--- src/rtl/cnn_pkg.sv ---
// cnn_pkg: shared types and constants for the layer-5 result reader.
//   reader_state_t : read sequencer FSM states (IDLE, SCAN, DRAIN, DONE).
//   SIDE_DIM_DEF   : default rows/columns per store side (LAYER6_WIDTH/2).
//   ELEM_CNT       : elements per side (SIDE_DIM_DEF squared).
//   cnt_width()    : width of a 0..n-1 counter, never less than 1 bit.
// Fallback values for the project-wide width macros are defined here so
// the slice builds on its own.

`ifndef LAYER5_OUTPUT_LENGTH
`define LAYER5_OUTPUT_LENGTH 16
`endif
`ifndef LAYER6_WIDTH
`define LAYER6_WIDTH 10
`endif

package cnn_pkg;

  typedef enum logic [1:0] {
    IDLE  = 2'd0,
    SCAN  = 2'd1,
    DRAIN = 2'd2,
    DONE  = 2'd3
  } reader_state_t;

  localparam int SIDE_DIM_DEF = `LAYER6_WIDTH / 2;
  localparam int ELEM_CNT     = SIDE_DIM_DEF * SIDE_DIM_DEF;

  function automatic int cnt_width(input int n);
    return (n > 1) ? $clog2(n) : 1;
  endfunction

endpackage

--- src/rtl/layer5_reader_out_reg.sv ---
// layer5_reader_out_reg: output holding register for one (side1, side2)
// pair with its valid and last bits.
// Ports:
//   clk, rst           : clock, synchronous active-high reset
//   i_load             : capture i_data1/i_data2/i_last this edge
//   i_data1, i_data2   : words to capture
//   i_last             : captured pair is the final element
//   i_ready            : consumer accepts the held pair
//   o_data1, o_data2   : held words
//   o_valid, o_last    : held pair is valid / is the final element
// A load always wins over acceptance; the top only loads when the slot
// is empty or being accepted in the same cycle. Data is held after
// acceptance, only valid and last drop.

module layer5_reader_out_reg #(
  parameter int DATA_W = 16
) (
  input  logic              clk,
  input  logic              rst,
  input  logic              i_load,
  input  logic [DATA_W-1:0] i_data1,
  input  logic [DATA_W-1:0] i_data2,
  input  logic              i_last,
  input  logic              i_ready,
  output logic [DATA_W-1:0] o_data1,
  output logic [DATA_W-1:0] o_data2,
  output logic              o_valid,
  output logic              o_last
);

  logic [DATA_W-1:0] r_data1;
  logic [DATA_W-1:0] r_data2;
  logic              r_valid;
  logic              r_last;

  always_ff @(posedge clk) begin
    if (rst) begin
      r_data1 <= '0;
      r_data2 <= '0;
      r_valid <= 1'b0;
      r_last  <= 1'b0;
    end else if (i_load) begin
      r_data1 <= i_data1;
      r_data2 <= i_data2;
      r_valid <= 1'b1;
      r_last  <= i_last;
    end else if (r_valid && i_ready) begin
      r_valid <= 1'b0;
      r_last  <= 1'b0;
    end
  end

  assign o_data1 = r_data1;
  assign o_data2 = r_data2;
  assign o_valid = r_valid;
  assign o_last  = r_last;

endmodule

--- src/rtl/layer5_result_reader.sv ---
// layer5_result_reader: read-side sequencer for the layer-5 result store.
// A start pulse in IDLE scans both SIDE_DIM x SIDE_DIM halves in row-major
// order; each (side1, side2) pair is registered and streamed to layer 6.
// Ports:
//   clk, rst                       : clock, synchronous active-high reset
//   start                          : begin a scan (only honoured in IDLE)
//   read_row_addr, read_col_addr   : store address (held when not reading)
//   read_signal1, read_signal2     : store read enables
//   rd_data1, rd_data2             : same-cycle store read data
//   out_data1, out_data2           : registered pair
//   out_valid, out_ready, out_last : output handshake, final-element marker
//   busy, done                     : not IDLE / one-cycle end-of-scan pulse
//   stall_cycles                   : only with LAYER5_READER_STALL_CNT_EN
//   state_dbg                      : current FSM state
// Optional feature macro: LAYER5_READER_STALL_CNT_EN adds stall_cycles, a
// saturating count of SCAN/DRAIN cycles with out_valid=1 and out_ready=0.
//
// Handshake: a pair transfers on every rising edge where out_valid and
// out_ready are both 1. Once out_valid rises, out_data1/2 and out_last stay
// stable until that transfer; the consumer may hold out_ready low freely.

`ifndef LAYER5_OUTPUT_LENGTH
`define LAYER5_OUTPUT_LENGTH 16
`endif

module layer5_result_reader
  import cnn_pkg::*;
#(
  parameter int DATA_W   = `LAYER5_OUTPUT_LENGTH,
  parameter int SIDE_DIM = SIDE_DIM_DEF,
  parameter int ADDR_W   = 16
) (
  input  logic              clk,
  input  logic              rst,
  input  logic              start,
  output logic [ADDR_W-1:0] read_row_addr,
  output logic [ADDR_W-1:0] read_col_addr,
  output logic              read_signal1,
  output logic              read_signal2,
  input  logic [DATA_W-1:0] rd_data1,
  input  logic [DATA_W-1:0] rd_data2,
  output logic [DATA_W-1:0] out_data1,
  output logic [DATA_W-1:0] out_data2,
  output logic              out_valid,
  input  logic              out_ready,
  output logic              out_last,
  output logic              busy,
  output logic              done,
  output reader_state_t     state_dbg
`ifdef LAYER5_READER_STALL_CNT_EN
  ,
  output logic [15:0]       stall_cycles
`endif
);

  localparam int               CNT_W    = cnt_width(SIDE_DIM);
  localparam logic [CNT_W-1:0] LAST_IDX = CNT_W'(SIDE_DIM - 1);

  reader_state_t    r_state;
  reader_state_t    w_next_state;
  logic [CNT_W-1:0] r_row;
  logic [CNT_W-1:0] r_col;
  // Address of the most recent read, presented while no read issues.
  logic [CNT_W-1:0] r_row_addr;
  logic [CNT_W-1:0] r_col_addr;
  logic             w_issue;
  logic             w_start_acc;
  logic             w_last_elem;

  assign w_last_elem = (r_row == LAST_IDX) && (r_col == LAST_IDX);

  // FSM state register.
  always_ff @(posedge clk) begin
    if (rst) begin
      r_state <= IDLE;
    end else begin
      r_state <= w_next_state;
    end
  end

  // Next state and issue decision. A read issues whenever the output slot
  // is empty or is being emptied this cycle, which gives one pair per
  // cycle under continuous out_ready.
  always_comb begin
    w_next_state = r_state;
    w_issue      = 1'b0;
    w_start_acc  = 1'b0;
    case (r_state)
      IDLE: begin
        if (start) begin
          w_next_state = SCAN;
          w_start_acc  = 1'b1;
        end
      end
      SCAN: begin
        w_issue = !out_valid || out_ready;
        if (w_issue && w_last_elem) begin
          w_next_state = DRAIN;
        end
      end
      DRAIN: begin
        if (out_valid && out_last && out_ready) begin
          w_next_state = DONE;
        end
      end
      DONE: begin
        w_next_state = IDLE;
      end
      default: begin
        w_next_state = IDLE;
      end
    endcase
  end

  // Row/column counters. Issuing the final element wraps both to 0, so
  // they never leave 0..SIDE_DIM-1.
  always_ff @(posedge clk) begin
    if (rst || w_start_acc) begin
      r_row <= '0;
      r_col <= '0;
    end else if (w_issue) begin
      if (r_col == LAST_IDX) begin
        r_col <= '0;
        r_row <= (r_row == LAST_IDX) ? '0 : r_row + 1'b1;
      end else begin
        r_col <= r_col + 1'b1;
      end
    end
  end

  always_ff @(posedge clk) begin
    if (rst) begin
      r_row_addr <= '0;
      r_col_addr <= '0;
    end else if (w_issue) begin
      r_row_addr <= r_row;
      r_col_addr <= r_col;
    end
  end

  assign read_row_addr = ADDR_W'(w_issue ? r_row : r_row_addr);
  assign read_col_addr = ADDR_W'(w_issue ? r_col : r_col_addr);
  assign read_signal1  = w_issue;
  assign read_signal2  = w_issue;
  assign busy          = (r_state != IDLE);
  assign done          = (r_state == DONE);
  assign state_dbg     = r_state;

  layer5_reader_out_reg #(
    .DATA_W (DATA_W)
  ) u_out_reg (
    .clk     (clk),
    .rst     (rst),
    .i_load  (w_issue),
    .i_data1 (rd_data1),
    .i_data2 (rd_data2),
    .i_last  (w_last_elem),
    .i_ready (out_ready),
    .o_data1 (out_data1),
    .o_data2 (out_data2),
    .o_valid (out_valid),
    .o_last  (out_last)
  );

`ifdef LAYER5_READER_STALL_CNT_EN
  logic [15:0] r_stall_cnt;

  always_ff @(posedge clk) begin
    if (rst || w_start_acc) begin
      r_stall_cnt <= '0;
    end else if ((r_state == SCAN || r_state == DRAIN) && out_valid &&
                 !out_ready && (r_stall_cnt != 16'hFFFF)) begin
      r_stall_cnt <= r_stall_cnt + 16'd1;
    end
  end

  assign stall_cycles = r_stall_cnt;
`endif

endmodule

--- config.mk ---
export PLATFORM = sky130hd
export DESIGN_NAME = layer5_result_reader
export DESIGN_NICKNAME = d
export VERILOG_FILES = /design/src/rtl/cnn_pkg.sv /design/src/rtl/layer5_reader_out_reg.sv /design/src/rtl/layer5_result_reader.sv
export SDC_FILE = /design/constraint.sdc
export NUM_CORES = 1
export LEC_CHECK = 0
export CAP_MARGIN = 20
export CORE_UTILIZATION = 30
export DETAILED_ROUTE_END_ITERATION = 12
export GPL_TIMING_DRIVEN = 0
export PLACE_DENSITY = 0.69
export SETUP_SLACK_MARGIN = 0.5
export SLEW_MARGIN = 0
export SYNTH_ARGS = -nofsm -noshare
export SYNTH_HDL_FRONTEND = slang
export SYNTH_SLANG_ARGS = --single-unit
--- constraint.sdc ---
create_clock -name clk -period 4.4 [get_ports clk]
set_input_delay 0.44 -clock clk [delete_from_list [all_inputs] [get_ports clk]]
set_output_delay 0.44 -clock clk [all_outputs]
set_load 0.02 [all_outputs]
=== After elaboration in Yosys (flattened, before gate mapping) ===
Index checks and enable logic that the tools add are counted.

* Flip-flop bits (word level): 48
* Latch bits: 0
* Bits in writable memories: 0
* ROM bits: 0
* Bits of input ports: 36
* Output and inout bits: 72
* Memories kept: 0

* Add/subtract/negate cells: 2
* Multiply operators: 0
* Div/mod/pow operators: 0
* Order comparisons: 0
* Eq/ne operators: 8
* Shift-type cells: 0
* Mux-type cells: 14
* Bitwise logic cells: 0
* Reduce and logical (&&, ||, !) cells: 13

{| class="wikitable"
|+ Operators by type and width
! cell !! count
|-
| 3-bit two-way mux || 4
|-
| 2-bit one-hot mux with 4 select lines || 1
|-
| 3-bit by 1-bit adder with 3-bit output, second input constant || 2
|-
| 3-bit == test, second input constant || 2
|-
| 1-bit two-way mux || 6
|-
| 2-bit two-way mux || 3
|-
| 2-bit != test, second input constant || 3
|-
| 1-bit logical AND || 5
|-
| 2-bit == test, second input constant || 2
|-
| 2-bit nonzero test || 2
|-
| 3-bit AND reduction || 1
|-
| 2-bit by 1-bit == test with 1-bit output, second input constant || 1
|-
| 2-bit logical NOT || 1
|-
| 1-bit logical OR || 2
|-
| 2-bit AND reduction || 1
|-
| 1-bit logical NOT || 1
|}

=== Longest topological paths before layout ===
* Depth after elaboration: 5
* Mapped depth: 8
* Gate-level depth less buffers: 6

=== Cells and area by module ===
From an unflattened synthesis, not the netlist that was laid out.

* Cells, all modules: 216
* Area, all modules: 2195.9 um^2

{| class="wikitable"
|+ Modules (own cells, without submodules)
! module !! times used !! cells an instance !! area an instance (um^2) !! seq. area each (um^2)
|-
| layer5_reader_out_reg || 1 || 113 || 1242.4 || 680.7
|-
| layer5_result_reader || 1 || 103 || 953.4 || 280.3
|}

=== Least setup slack after synthesis ===
Ideal clock, no wire load.

* Path kind: register to output
* From: reg r_state[0] (netlist: state_dbg[0])
* To: out read_col_addr[0]
* Data arrival time: 1.471 ns
* Data required time: 3.960 ns
* Slack: 2.489 ns
* Cell stages (with the launch flop): 5
* Path buffers: 1
* Cell sequence: dfxtp_1 ha_1 nand2_2 buf_2 o21ai_0

* Longest elaborated chain between the ends: 3

{| class="wikitable"
|+ RTL lines
! what !! line !! text
|-
| from (decl) || layer5_result_reader.sv:59 || <nowiki>reader_state_t r_state;</nowiki>
|-
| from (signal assigned) || layer5_result_reader.sv:77 || <nowiki>r_state <= w_next_state;</nowiki>
|-
| 2-bit by 1-bit == test with 1-bit output || layer5_result_reader.sv:88 || <nowiki>case (r_state)</nowiki>
|-
| 1-bit two-way mux || layer5_result_reader.sv:88 ||
|-
| 3-bit two-way mux || layer5_result_reader.sv:142 || <nowiki>assign read_col_addr = ADDR_W'(w_issue ? r_col : r_col_addr);</nowiki>
|-
| to (decl) || layer5_result_reader.sv:37 || <nowiki>output logic [ADDR_W-1:0] read_col_addr,</nowiki>
|}

Every way passes these cells.

=== Final worst setup path ===
* From: in out_ready
* To: out read_signal2

* Longest elaborated chain between the ends: 2

{| class="wikitable"
|+ RTL lines
! what !! line !! text
|-
| from (decl) || layer5_result_reader.sv:45 || <nowiki>input logic out_ready,</nowiki>
|-
| 1-bit logical OR || layer5_result_reader.sv:96 || <nowiki>w_issue = !out_valid || out_ready;</nowiki>
|-
| 1-bit two-way mux || layer5_result_reader.sv:88 ||
|-
| to (decl) || layer5_result_reader.sv:39 || <nowiki>output logic read_signal2,</nowiki>
|}

Every way passes these cells.

==> run metrics <==
clk_skew 9.391 ps; run status completed; Slew Viols, Final 0; initial core utilization 0.3128; All-Layer GR Usage 0.1377; initial antenna violation count 0; Horiz. Die Dim 86.40 um; CP endpoint kind output port; Worst Setup SP out_ready; DRC viols 0; Antenna Nets Post-Route 0; DP Cell Count 458; Reg clk slew, reported paths 90 ps; startpoint types primary input; first-pass detailed-route iteration total 4; most frequent cells in the layout 80 x clkdlybuf4s50_1, 69 x nand2_1, 48 x dfxtp_1; post_cts resized 0; Worst-Skew Late Latency roughly 300 ps; Placer Congestion 0.7695; xor/xnor cell area share of the yosys netlist 0.004098; row count 30; Synth Area in Adders 0.04684; final wirelength approximately 5000 um; Worst path most repeated cell clkdlybuf4s50_1; # port buffers 80; Req. time, crit path 3960 ps; vias in the first global route 1687; ordered cell list for the critical path clkdlybuf4s50_1 -> nand2b_1 -> nand2_2 -> inv_2 -> buf_6 -> buf_2 -> buf_4 -> clkdlybuf4s50_1; Leak 0.001301 uW; Fmax between 300 and 400 MHz; Hold Startpoint u_out_reg.o_data2[10]; Synth area leader dfxtp_1; H-tree Lvls 2; worst reg2reg path endpoint r_row[0]; largest family of logic cells by synthesized area simple AND/OR/NAND/NOR gates; Sw Pwr between 500 and 600 uW; final setup fails 0; top cell type's share of synthesized area 0.4496; I/O pins approximately 110; maximum vdd drop around 0.00018 V; most common cell after layout, fill and taps aside clkdlybuf4s50_1; CP max FO 11; PnR Total Power 1570 uW; Final Non-Filler Cells 466; Reg-to-Reg Start state_dbg[0]; Internal 993.4 uW; drt via density between 4 and 5; Avg Cell Area, Syn ~8.3 um2; largest net degree at the start of global routing 17; post-CTS setup buffer count 0; remaining global-route overflow 0; Final Util 0.4784; Max Cap Viol 0; multiplexer area fraction after synthesis 0.03103; register area share after synthesis 0.4496; vias 1928; Hold WC Path Type register to register; die area 0.007465 mm2; Synth cell types 31; Num Clock Sinks 48; n_diodes 0; nets 413; Tcrit/Tclk final 0.6420; first-pass GRT wire length 8162 um; combinational share of power 0.439; slowest stage delay, CP 580 ps; final hold slack between 400 and 500 ps; layout cells sized above 1 0.1378; Sw Share 0.3673; Post-Syn Instances 257; Hold Path Depth 2; hold worst-path end u_out_reg.o_data2[10]; Final min period between 2000 and 3000 ps; top post-synthesis cells by area dfxtp_1 45%, nand2_1 12%, buf_4 11%, a21oi_1 8.7%, ha_1 4.7%; CTS tree done; final hold vios 0; Area Growth Syn to Fin 52.93%; Simple-Gate Fraction of Synth Area 0.1920; FF-to-FF path depth 5; Buffers & Inverters on Critical Path 6; compound-cell area share of the yosys netlist 0.1300; R2R Setup Slk roughly 2900 ps; family with the most delay on the worst path buffers and inverters; WS Path Type primary input to output port; pwr dens 480.4 mW/mm2; DPL Wire Length ~3700 um; Yosys Warn Count 0; Clock Tree Buf Depth 2; CP max stage cell clkdlybuf4s50_1; Core ar. 0.006832 mm2; setup TNS 0 ps; post-synthesis register bit count 48; routed len/inst 10.71 um; Die Y 86.40 um; CTS Buf Count 5; Synth Cell Area between 0.002 and 0.0025 mm2; DR iter-0 viols 30; worst endpoint data arrival time 2380 ps; Clk pwr share 0.207; Post-CTS Hold Buffers 0; share of power burned in registers 0.354; unrepaired setup endpoints after global routing false; clk root buf clkbuf_8
[synth_stat cells (all sizes together)]
cell type and n:
a21o 1, a21oi 37, a32oi 1, and2b 1
buf 35, clkbuf 5, conb 1, dfxtp 48
ha 8, inv 9, mux2 2, mux2i 4
nand2 70, nand2b 4, nand3 1, nand3b 2
nor2 5, nor2b 6, nor3 3, o21ai 10
o21bai 1, o221a 1, o31ai 1, xnor2 1
[per-stage QoR]
stage          worst slack [ps]  area [um2]
3_5_place_dp               1544        3152
5_1_grt                    1422        3268
6_report                   1575        3268
2_1_floorplan              2489        2231
4_1_cts                    1552        3268
3_3_place_gp               1560        3152
[flip-flops by register name, indices dropped and copies added, names as in the netlist, 2 cells and up]
name               count
u_out_reg.o_data1     16
u_out_reg.o_data2     16
r_col                  3
r_col_addr             3
r_row                  3
r_row_addr             3
state_dbg              2
[worst min-delay path: stages (launching register included)]
cell     delay (ps)
dfxtp_1         310
nand2_1          50
a21oi_1          50
[worst max-delay path by stage]
stage               cells past startpoint  slack [ps]                to
floorplan                               4        2490  read_col_addr[0]
global placement                        8        1560      read_signal2
detailed placement                      8        1540      read_signal2
CTS                                     8        1550      read_signal2
global route                            8        1420      read_signal2
finish                                  8        1580      read_signal2
[power groups by stage]
stage | Clock [uW] | Sequential [uW] | Combinational (uW)
floorplan | 0 | 649 | 335
global placement | 0 | 564 | 689
detailed placement | 0 | 565 | 698
CTS | 342 | 556 | 701
global route | 362 | 567 | 753
finish | 325 | 555 | 690
[cell type report]
cell class,count,area (um2)
Tap cell,96,120.1
Fill cell,676,3563
Sequential cell,48,960.9
Buffer,40,275.3
Inverter,9,33.78
Timing Repair Buffer,80,800.8
Clock buffer,5,68.82
Clock inverter,3,47.55
Multi-Input combinational cell,185,960.9
[logic make-up (layout without fill, tap and decap cells)]
family / count (synthesis) / count (layout)
other: 1 / 26
DFF: 48 / 48
and+or+nand+nor: 92 / 92
muxes: 6 / 6
xor gates and xnor gates: 1 / 1
buffers and inverters: 49 / 137
adders and majority gates: 8 / 8
AOI/OAI and AO/OA: 52 / 52
[routing by layer]
layer | routed length [um] | GRT usage | vias to the layer above | share of wire
met2 | 2357 | 0.2287 | 68 | 0.47
li1 | - | - | 1000 | -
met4 | 27 | 0.03485 | 0 | 0.0054
met1 | 2209 | 0.1718 | 856 | 0.44
met5 | 0 | 0 | - | 0
met3 | 397 | 0.04571 | 4 | 0.080
Note: power is estimated with default switching activity, not from simulation.
